[src/rtl/vram_pkg.sv]
// vram_pkg: shared VRAM geometry, processor MMIO window and read-FSM state type.
package vram_pkg;
   localparam int VRAM_ADDR_W = 19;
   localparam int VRAM_DATA_W = 8;
   localparam int SCREEN_W = 640;
   localparam int SCREEN_H = 480;
   localparam logic [31:0] VRAM_MMIO_BASE = 32'h4000_0000;
   typedef enum logic {RD_IDLE, RD_WAIT} rd_state_e;
endpackage

[src/rtl/vram_wr_fifo.sv]
// vram_wr_fifo: CPU write buffer holding {addr,data} entries until the RAM port is free.
module vram_wr_fifo #(
   parameter int DEPTH = 4,
   parameter int AW = 19,
   parameter int DW = 8
) (
   input  logic          clk,
   input  logic          reset,
   input  logic          push_i,
   input  logic          pop_i,
   input  logic [AW-1:0] addr_i,
   input  logic [DW-1:0] data_i,
   output logic [AW-1:0] addr_o,
   output logic [DW-1:0] data_o,
   output logic          full_o,
   output logic          empty_o
);
   localparam int PW = $clog2(DEPTH);
   localparam int CW = PW + 1;
   logic [AW+DW-1:0] mem_q [DEPTH];
   logic [PW-1:0] wr_q, wr_d, rd_q, rd_d;
   logic [CW-1:0] cnt_q, cnt_d;
   always_comb begin
      wr_d = push_i ? wr_q + PW'(1) : wr_q;
      rd_d = pop_i ? rd_q + PW'(1) : rd_q;
      cnt_d = cnt_q + CW'(push_i) - CW'(pop_i);
   end
   always_ff @(posedge clk or posedge reset) begin
      if (reset) begin
         wr_q <= '0;
         rd_q <= '0;
         cnt_q <= '0;
      end else begin
         wr_q <= wr_d;
         rd_q <= rd_d;
         cnt_q <= cnt_d;
      end
   end
   // Storage needs no reset: entries are only visible through a non-zero count.
   always_ff @(posedge clk) begin
      if (push_i) mem_q[wr_q] <= {addr_i, data_i};
   end
   assign {addr_o, data_o} = mem_q[rd_q];
   assign full_o = cnt_q == CW'(DEPTH);
   assign empty_o = cnt_q == '0;
endmodule

[src/rtl/vram_arbiter.sv]
// vram_arbiter: shares the single-port VRAM between VGA scan-out (highest priority),
// buffered CPU writes and CPU reads that wait for the write buffer to drain.
module vram_arbiter
   import vram_pkg::*;
#(
   parameter int ADDR_W = VRAM_ADDR_W,
   parameter int DATA_W = VRAM_DATA_W,
   parameter int FIFO_DEPTH = 4
) (
   input  logic              clk,
   input  logic              reset,
   input  logic              vga_req,
   input  logic [ADDR_W-1:0] vga_addr,
   output logic [DATA_W-1:0] vga_data,
   output logic              vga_valid,
   input  logic              cpu_we,
   input  logic              cpu_re,
   input  logic [ADDR_W-1:0] cpu_addr,
   input  logic [DATA_W-1:0] cpu_wdata,
   output logic              cpu_ready,
   output logic [DATA_W-1:0] cpu_rdata,
   output logic              cpu_rvalid,
   output logic [ADDR_W-1:0] ram_addr,
   output logic              ram_we,
   output logic [DATA_W-1:0] ram_wdata,
   input  logic [DATA_W-1:0] ram_rdata
);
   logic fifo_full, fifo_empty, push, pop, issue;
   logic [ADDR_W-1:0] head_addr;
   logic [DATA_W-1:0] head_data, rdata_q, rdata_d;
   logic vga_valid_q;
   rd_state_e state_q, state_d;
   vram_wr_fifo #(.DEPTH(FIFO_DEPTH), .AW(ADDR_W), .DW(DATA_W)) u_fifo (
      .clk(clk),
      .reset(reset),
      .push_i(push),
      .pop_i(pop),
      .addr_i(cpu_addr),
      .data_i(cpu_wdata),
      .addr_o(head_addr),
      .data_o(head_data),
      .full_o(fifo_full),
      .empty_o(fifo_empty)
   );
   // A read waits while a write is being pushed so it always observes that write.
   always_comb begin
      push = cpu_we && !fifo_full;
      pop = !vga_req && !fifo_empty;
      issue = !vga_req && fifo_empty && !push && state_q == RD_IDLE && cpu_re;
      state_d = issue ? RD_WAIT : RD_IDLE;
      rdata_d = state_q == RD_WAIT ? ram_rdata : rdata_q;
      ram_addr = vga_req ? vga_addr : pop ? head_addr : issue ? cpu_addr : '0;
      ram_we = pop;
      ram_wdata = pop ? head_data : '0;
   end
   always_ff @(posedge clk or posedge reset) begin
      if (reset) begin
         state_q <= RD_IDLE;
         vga_valid_q <= 1'b0;
         rdata_q <= '0;
      end else begin
         state_q <= state_d;
         vga_valid_q <= vga_req;
         rdata_q <= rdata_d;
      end
   end
   assign cpu_ready = !fifo_full;
   assign vga_data = ram_rdata;
   assign vga_valid = vga_valid_q;
   assign cpu_rvalid = state_q == RD_WAIT;
   assign cpu_rdata = cpu_rvalid ? ram_rdata : rdata_q;
endmodule

[config.mk]
export PLATFORM = sky130hd
export DESIGN_NAME = vram_arbiter
export DESIGN_NICKNAME = d
export VERILOG_FILES = /design/src/rtl/vram_pkg.sv /design/src/rtl/vram_wr_fifo.sv /design/src/rtl/vram_arbiter.sv
export SDC_FILE = /design/constraint.sdc
export NUM_CORES = 1
export LEC_CHECK = 0
export BUFFER_PORTS_ARGS = -buffer_cell sky130_fd_sc_hd__buf_4
export CORE_MARGIN = 5
export CORE_UTILIZATION = 54
export CTS_BUF_LIST = sky130_fd_sc_hd__clkbuf_8
export CTS_CLUSTER_DIAMETER = 80
export CTS_CLUSTER_SIZE = 12
export DETAILED_ROUTE_END_ITERATION = 12
export GPL_TIMING_DRIVEN = 1
export PLACE_DENSITY = 0.88
export SKIP_CTS_REPAIR_TIMING = 1
export SLEW_MARGIN = 10
export SYNTH_ARGS = -nofsm -noshare
export SYNTH_HDL_FRONTEND = slang
export SYNTH_SLANG_ARGS = --single-unit
export TNS_END_PERCENT = 1
[constraint.sdc]
create_clock -name clk -period 4.6 [get_ports clk]
set_input_delay 0.23 -clock clk [delete_from_list [all_inputs] [get_ports clk]]
set_output_delay 0.23 -clock clk [all_outputs]
set_load 0.03 [all_outputs]
==> After elaboration in Yosys (flattened, before gate mapping) <==
Memory sizes are Yosys's and may differ from the RTL's.
Cells that the tools add are included.
{ "totals": {"mem_bits_rw": 108, "out_inout_bits": 47, "memories": 1, "input_bits": 59, "elab_cells": 32, "register_bits": 17} }
{ "mem_list": {"columns": ["name", "depth", "width", "rd", "rd_clocked_by_memory_dff", "wr", "line", "source"], "rows": [
  ["u_fifo.mem_q", 4, 27, 1, 0, 1, "vram_wr_fifo.sv:20", "logic [AW+DW-1:0] mem_q [DEPTH];"]
]} }
{ "classes": {"n_eq_ne": 1, "reduce_logical": 11, "n_bitwise": 1, "add_sub_neg": 4, "muxes": 8} }
{ "op_table": {"columns": ["operator", "count"], "rows": [
  ["$mux 19", 3],
  ["$mux 8", 2],
  ["$logic_and 1x1->1", 6],
  ["$add 2x1->2 const B", 2],
  ["$logic_not 1->1", 4],
  ["$add 3x1->3", 1],
  ["$eq 3x3->1 const B", 1],
  ["$logic_not 3->1", 1],
  ["$mux 1", 3],
  ["$sub 3x1->3", 1],
  ["$not 1->1", 1]
]} }

==> Logic depth before layout (Yosys ltp) <==
{ "logic_depth": {"depth_word": 10, "depth_mapped": 8, "depth_no_buf": 7} }

==> Cells and area by module <==
From an unflattened synthesis, not the netlist that was laid out.
{ "hier_totals": {"hier_cells": 261, "area_unflattened_um2": 5201.2} }
{ "by_module_without_submodules": {"columns": ["mod", "area_each_um2", "seq_area_each_um2", "n_inst", "cells_each"], "rows": [
  ["vram_wr_fifo", 4297.9, 3418.3, 1, 176],
  ["vram_arbiter", 903.4, 250.2, 1, 85]
]} }

==> Worst setup path before layout <==
No wires, ideal clock.
{ "synth_timing": {"path_kind": "register to register", "from": "register u_fifo.cnt_q[2]", "to": "register u_fifo.cnt_q[2]", "path_slack_ps": 2477, "setup_ps": 126, "required_time_ps": 4474, "path_stages_with_launch": 9, "t_arrival_ps": 1997, "synth_period_minus_slack_ps": 2123, "n_path_buf": 1, "cell_sequence": "dfrtp_1 -> nor3_2 -> clkbuf_1 -> or3_1 -> nand2_1 -> ha_1 -> fa_1 -> xor2_1 -> xnor2_1"} }
{ "synth_via": {"elab_chain_len": 5, "word_cells_on_any_way": 8, "cone_classes": "add/sub (2); eq/ne (1); reduce/logical (5)"} }
{ "synth_lines": {"columns": ["element", "line", "source"], "rows": [
  ["start: declaration", "vram_wr_fifo.sv:22", "logic [CW-1:0] cnt_q, cnt_d;"],
  ["start signal: assignment", "vram_wr_fifo.sv:36", "cnt_q <= cnt_d;"],
  ["$eq 3x3->1", "vram_wr_fifo.sv:44", "assign full_o = cnt_q == CW'(DEPTH);"],
  ["$logic_not 1->1", "vram_arbiter.sv:47", "push = cpu_we && !fifo_full;"],
  ["$logic_and 1x1->1", "vram_arbiter.sv:47", null],
  ["$add 3x1->3", "vram_wr_fifo.sv:26", "cnt_d = cnt_q + CW'(push_i) - CW'(pop_i);"],
  ["$sub 3x1->3 (*)", "vram_wr_fifo.sv:26", null],
  ["via u_fifo.cnt_d[2]", "vram_wr_fifo.sv:22", null]
]} }
Mark *: on every way through the listed nets, which the timed path passes. The rest lies on a longest branch.
A chain may end at the register's enable or synchronous reset.

==> Worst setup path after layout <==
{ "layout_timing": {"from": "register u_fifo.cnt_q[2]", "to": "output port ram_addr[11]"} }
{ "layout_via": {"elab_chain_len": 10, "word_cells_on_any_way": 14, "cone_classes": "eq/ne (1); mux (3); reduce/logical (10)"} }
{ "layout_lines": {"columns": ["element", "line", "source"], "rows": [
  ["$eq 3x3->1", "vram_wr_fifo.sv:44", null],
  ["$logic_not 1->1", "vram_arbiter.sv:47", null],
  ["$logic_and 1x1->1", "vram_arbiter.sv:47", null],
  ["$logic_not 1->1", "vram_arbiter.sv:49", "issue = !vga_req && fifo_empty && !push && state_q == RD_IDLE && cpu_re;"],
  ["$logic_and 1x1->1 (3 in a row)", "vram_arbiter.sv:49", null],
  ["$mux 19", "vram_arbiter.sv:52", "ram_addr = vga_req ? vga_addr : pop ? head_addr : issue ? cpu_addr : '0;"],
  ["$mux 19 (*) (2 in a row)", "vram_arbiter.sv:52", null],
  ["end: declaration", "vram_arbiter.sv:23", "output logic [ADDR_W-1:0] ram_addr,"]
]} }
Every way passes the cells marked *; elsewhere a longest branch is shown, timed or not.

==> results.yml <==
status:
  status: "finished clean"
power:
  total_power_mw: 3.93
  p_per_area_nw_per_um2: 598
  p_leak_nw: 2.52
  irDropWorstVdd_mv: 0.299
synthesis:
  syn_inst: 268
  ys_seq_area_share_pct: 71.2
  ys_top_cells_by_area: "edfxtp_1, mux4_2, dfrtp_1"
  synth_nets: 333
  ys_async_sr_fraction_pct: 13.6
  syn_area_sq_um: 5150
  avgSynthCellArea_sq_um: 19.2
  synth.distinct_cells: 28
  synth_flop_cell: "edfxtp_1"
  yosysTopAreaCell: "edfxtp_1"
  synth_warnings: 0
  synth_seq_cells: 125
  synth_edf_count: 108
  synth_top_area_share_pct: 62.9
timing:
  final.period_utilization_pct: 61.4
  fin_worst_skew_ns: 0.00872
  fmax_ghz: 0.354
  rsz0062_at_grt: "no"
  finalSetupTns_ns: 0
  finalHoldViolations: 0
  maxSlewHeadroom_pct: 18.0
  fin_crit_ns: 2.83
  worstMarginPinSlew_ns: 1.23
  slew_viol_final: 0
  setup_viol: 0
clock_tree:
  cts_num_sinks: 125
  root_buffer: "clkbuf_8"
  insertion_delay_ns: 0.41
  cts_max_level: 4
  tritoncts: "yes"
  cts_buffer_depth: 2
  numCtsBuffers: 17
  clk_pin_slew_ns: 0.07
global_routing:
  grt_pass1_vias: 3107
  globalRouteTotalUtil_pct: 19.0
  antenna_found_initial: 0
  grt_max_degree: 30
  grt_pass1_wl_um: 16500
  overflow: 0
placement:
  post_dp_cell_area_sq_um: 6010
  io_buffers: 105
  hpwl_um: 6610
  gp_congestion: 0.687
  place_inst: 484
route:
  viasPerCell: 5.59
  drc: 0
  drtAntennaViolNets: 0
  vias: 2985
  first_pass_iters: 4
  drt_wl_total_um: 10600
  wl_per_cell_um: 19.8
  first_iter_violations: 161
job:
  drv_cap: 0
layout:
  drive_gt1_share_pct: 44.9
  final_core_util_pct: 70.8
  multiInputGateArea_sq_um: 1330
  fin_area_sq_um: 6570
  final-instance-count-excl-fill: 534
  register_area_sq_um: 3670
  diodes: 0
  nFillCells: 611
  area_growth_pct: 27.5
  finalNetCount: 457
worst_setup_path:
  startpoint_type: "flop"
  path_cells: "nor3_2, buf_4, nor2_2, a221o_1, buf_4"
  max_stage_delay_ns: 0.95
  path_common_cell: "buf_4"
  critPathTopFamily: "simple AND/OR/NAND/NOR gates"
  crit_required_ns: 4.37
  cp_num_buf_inv: 2
  criticalPathCategory: "reg2out"
  end_kind: "output port"
  path_max_fanout: 26
  critical_path_arrival_ns: 2.60
  slowest_stage: "nor2_2"
floorplanning:
  dieArea_sq_um: 11600
  io-pin-count: 106
  die_width_um: 108
  rows: 35
  coreArea_sq_um: 9280
  die_h_um: 108
  initial_core_util_pct: 55.5
worst_hold_path:
  hold_path.class: "in2reg"
[logic make-up (layout without fill, tap and decap cells)]
logic type | Yosys count | after routing | synth area share (%)
flip-flops | 125 | 125 | 71.2
AND/OR/NAND/NOR | 45 | 45 | 5.39
multiplexers | 36 | 36 | 13.8
buffers and inverters | 28 | 165 | 3.25
AO/OA/AOI/OAI | 23 | 23 | 3.98
adder cells (fa/ha/maj) | 6 | 6 | 1.60
XOR/XNOR | 5 | 5 | 0.850
[metrics by stage]
step | hold slack, ns | worst slack (ns)
global placement | 0.355 | 2.19
finish | 0.0334 | 1.77
CTS | -0.0845 | 1.71
detailed placement | 0.366 | 2.17
floorplan | 0.156 | 2.48
global route | 0.000449 | 1.59
[layout by cell type, fill, tap and decap left out, types with 3 or more instances in the layout]
| cell | instances |
|---|---|
| a21oi_1 | 3 |
| a221o_1 | 16 |
| a31oi_1 | 3 |
| and2_1 | 13 |
| and3_1 | 16 |
| buf_4 | 111 |
| clkbuf_8 | 17 |
| clkinvlp_4 | 8 |
| dfrtp_1 | 16 |
| dlygate4sd3_1 | 18 |
| edfxtp_1 | 108 |
| ha_1 | 5 |
| inv_1 | 4 |
| mux2_2 | 9 |
| mux4_2 | 27 |
| nand2_1 | 6 |
| nor2b_1 | 3 |
| xor2_1 | 3 |
[cell type report]
type / instances / area share, %
clock inverters: 15 / 2.28
inverters: 4 / 0.228
well taps: 129 / 2.46
flip-flops and latches: 125 / 55.8
clock buffers: 17 / 3.56
repair buffers: 129 / 15.4
multi-input cells: 115 / 20.2
[synth_stat cells, types with 2 or more instances]
| library cell | count |
|---|---|
| edfxtp_1 | 108 |
| mux4_2 | 27 |
| dfrtp_1 | 17 |
| a221o_1 | 16 |
| and3_1 | 16 |
| and2_1 | 13 |
| mux2_2 | 9 |
| buf_4 | 8 |
| buf_2 | 7 |
| nand2_1 | 6 |
| clkbuf_1 | 5 |
| ha_1 | 5 |
| inv_1 | 4 |
| a21oi_1 | 3 |
| a31oi_1 | 3 |
| buf_6 | 3 |
| nor2b_1 | 3 |
| xor2_1 | 3 |
| or3_1 | 2 |
| xnor2_1 | 2 |
[registers in the layout, summed over array words and instances (netlist names)]
signal and count:
rdata_q 8, u_fifo.cnt_q 3, cpu_rvalid 1, vga_valid 1, u_fifo.wr_q 2, u_fifo.mem_q 108, u_fifo.rd_q 2
[routing by layer]
metal,wire length [um],up-vias,global-route usage (%)
li1,-,1324,-
met1,4270,1504,24.2
met2,5320,140,31.0
met3,838,17,6.30
met4,145,0,6.04
met5,0,-,0
[worst paths after layout]
| kind | from | to | cells after the start | slack [ns] |
|---|---|---|---|---|
| setup / recovery | u_fifo.cnt_q[2] | ram_addr[11] | 5 | 1.77 |
| hold / removal | cpu_addr[18] | u_fifo.mem_q[0][26] | 1 | 0.03 |
| setup reg to reg | u_fifo.cnt_q[1] | u_fifo.mem_q[1][8] | 4 | 2.26 |
| hold reg to reg | rdata_q[3] | rdata_q[3] | 1 | 0.50 |
| max in group asynchronous | reset | u_fifo.rd_q[0] | 3 | 3.67 |
| min in group asynchronous | reset | rdata_q[2] | 3 | 0.47 |
[power breakdown]
part           total [mW]  switching (mW)  internal (mW)
clock network       0.897           0.421          0.476
logic                1.37           0.742          0.625
registers            1.66           0.152           1.51
total                3.93            1.32           2.61
Power figures use the tool's default switching activity.
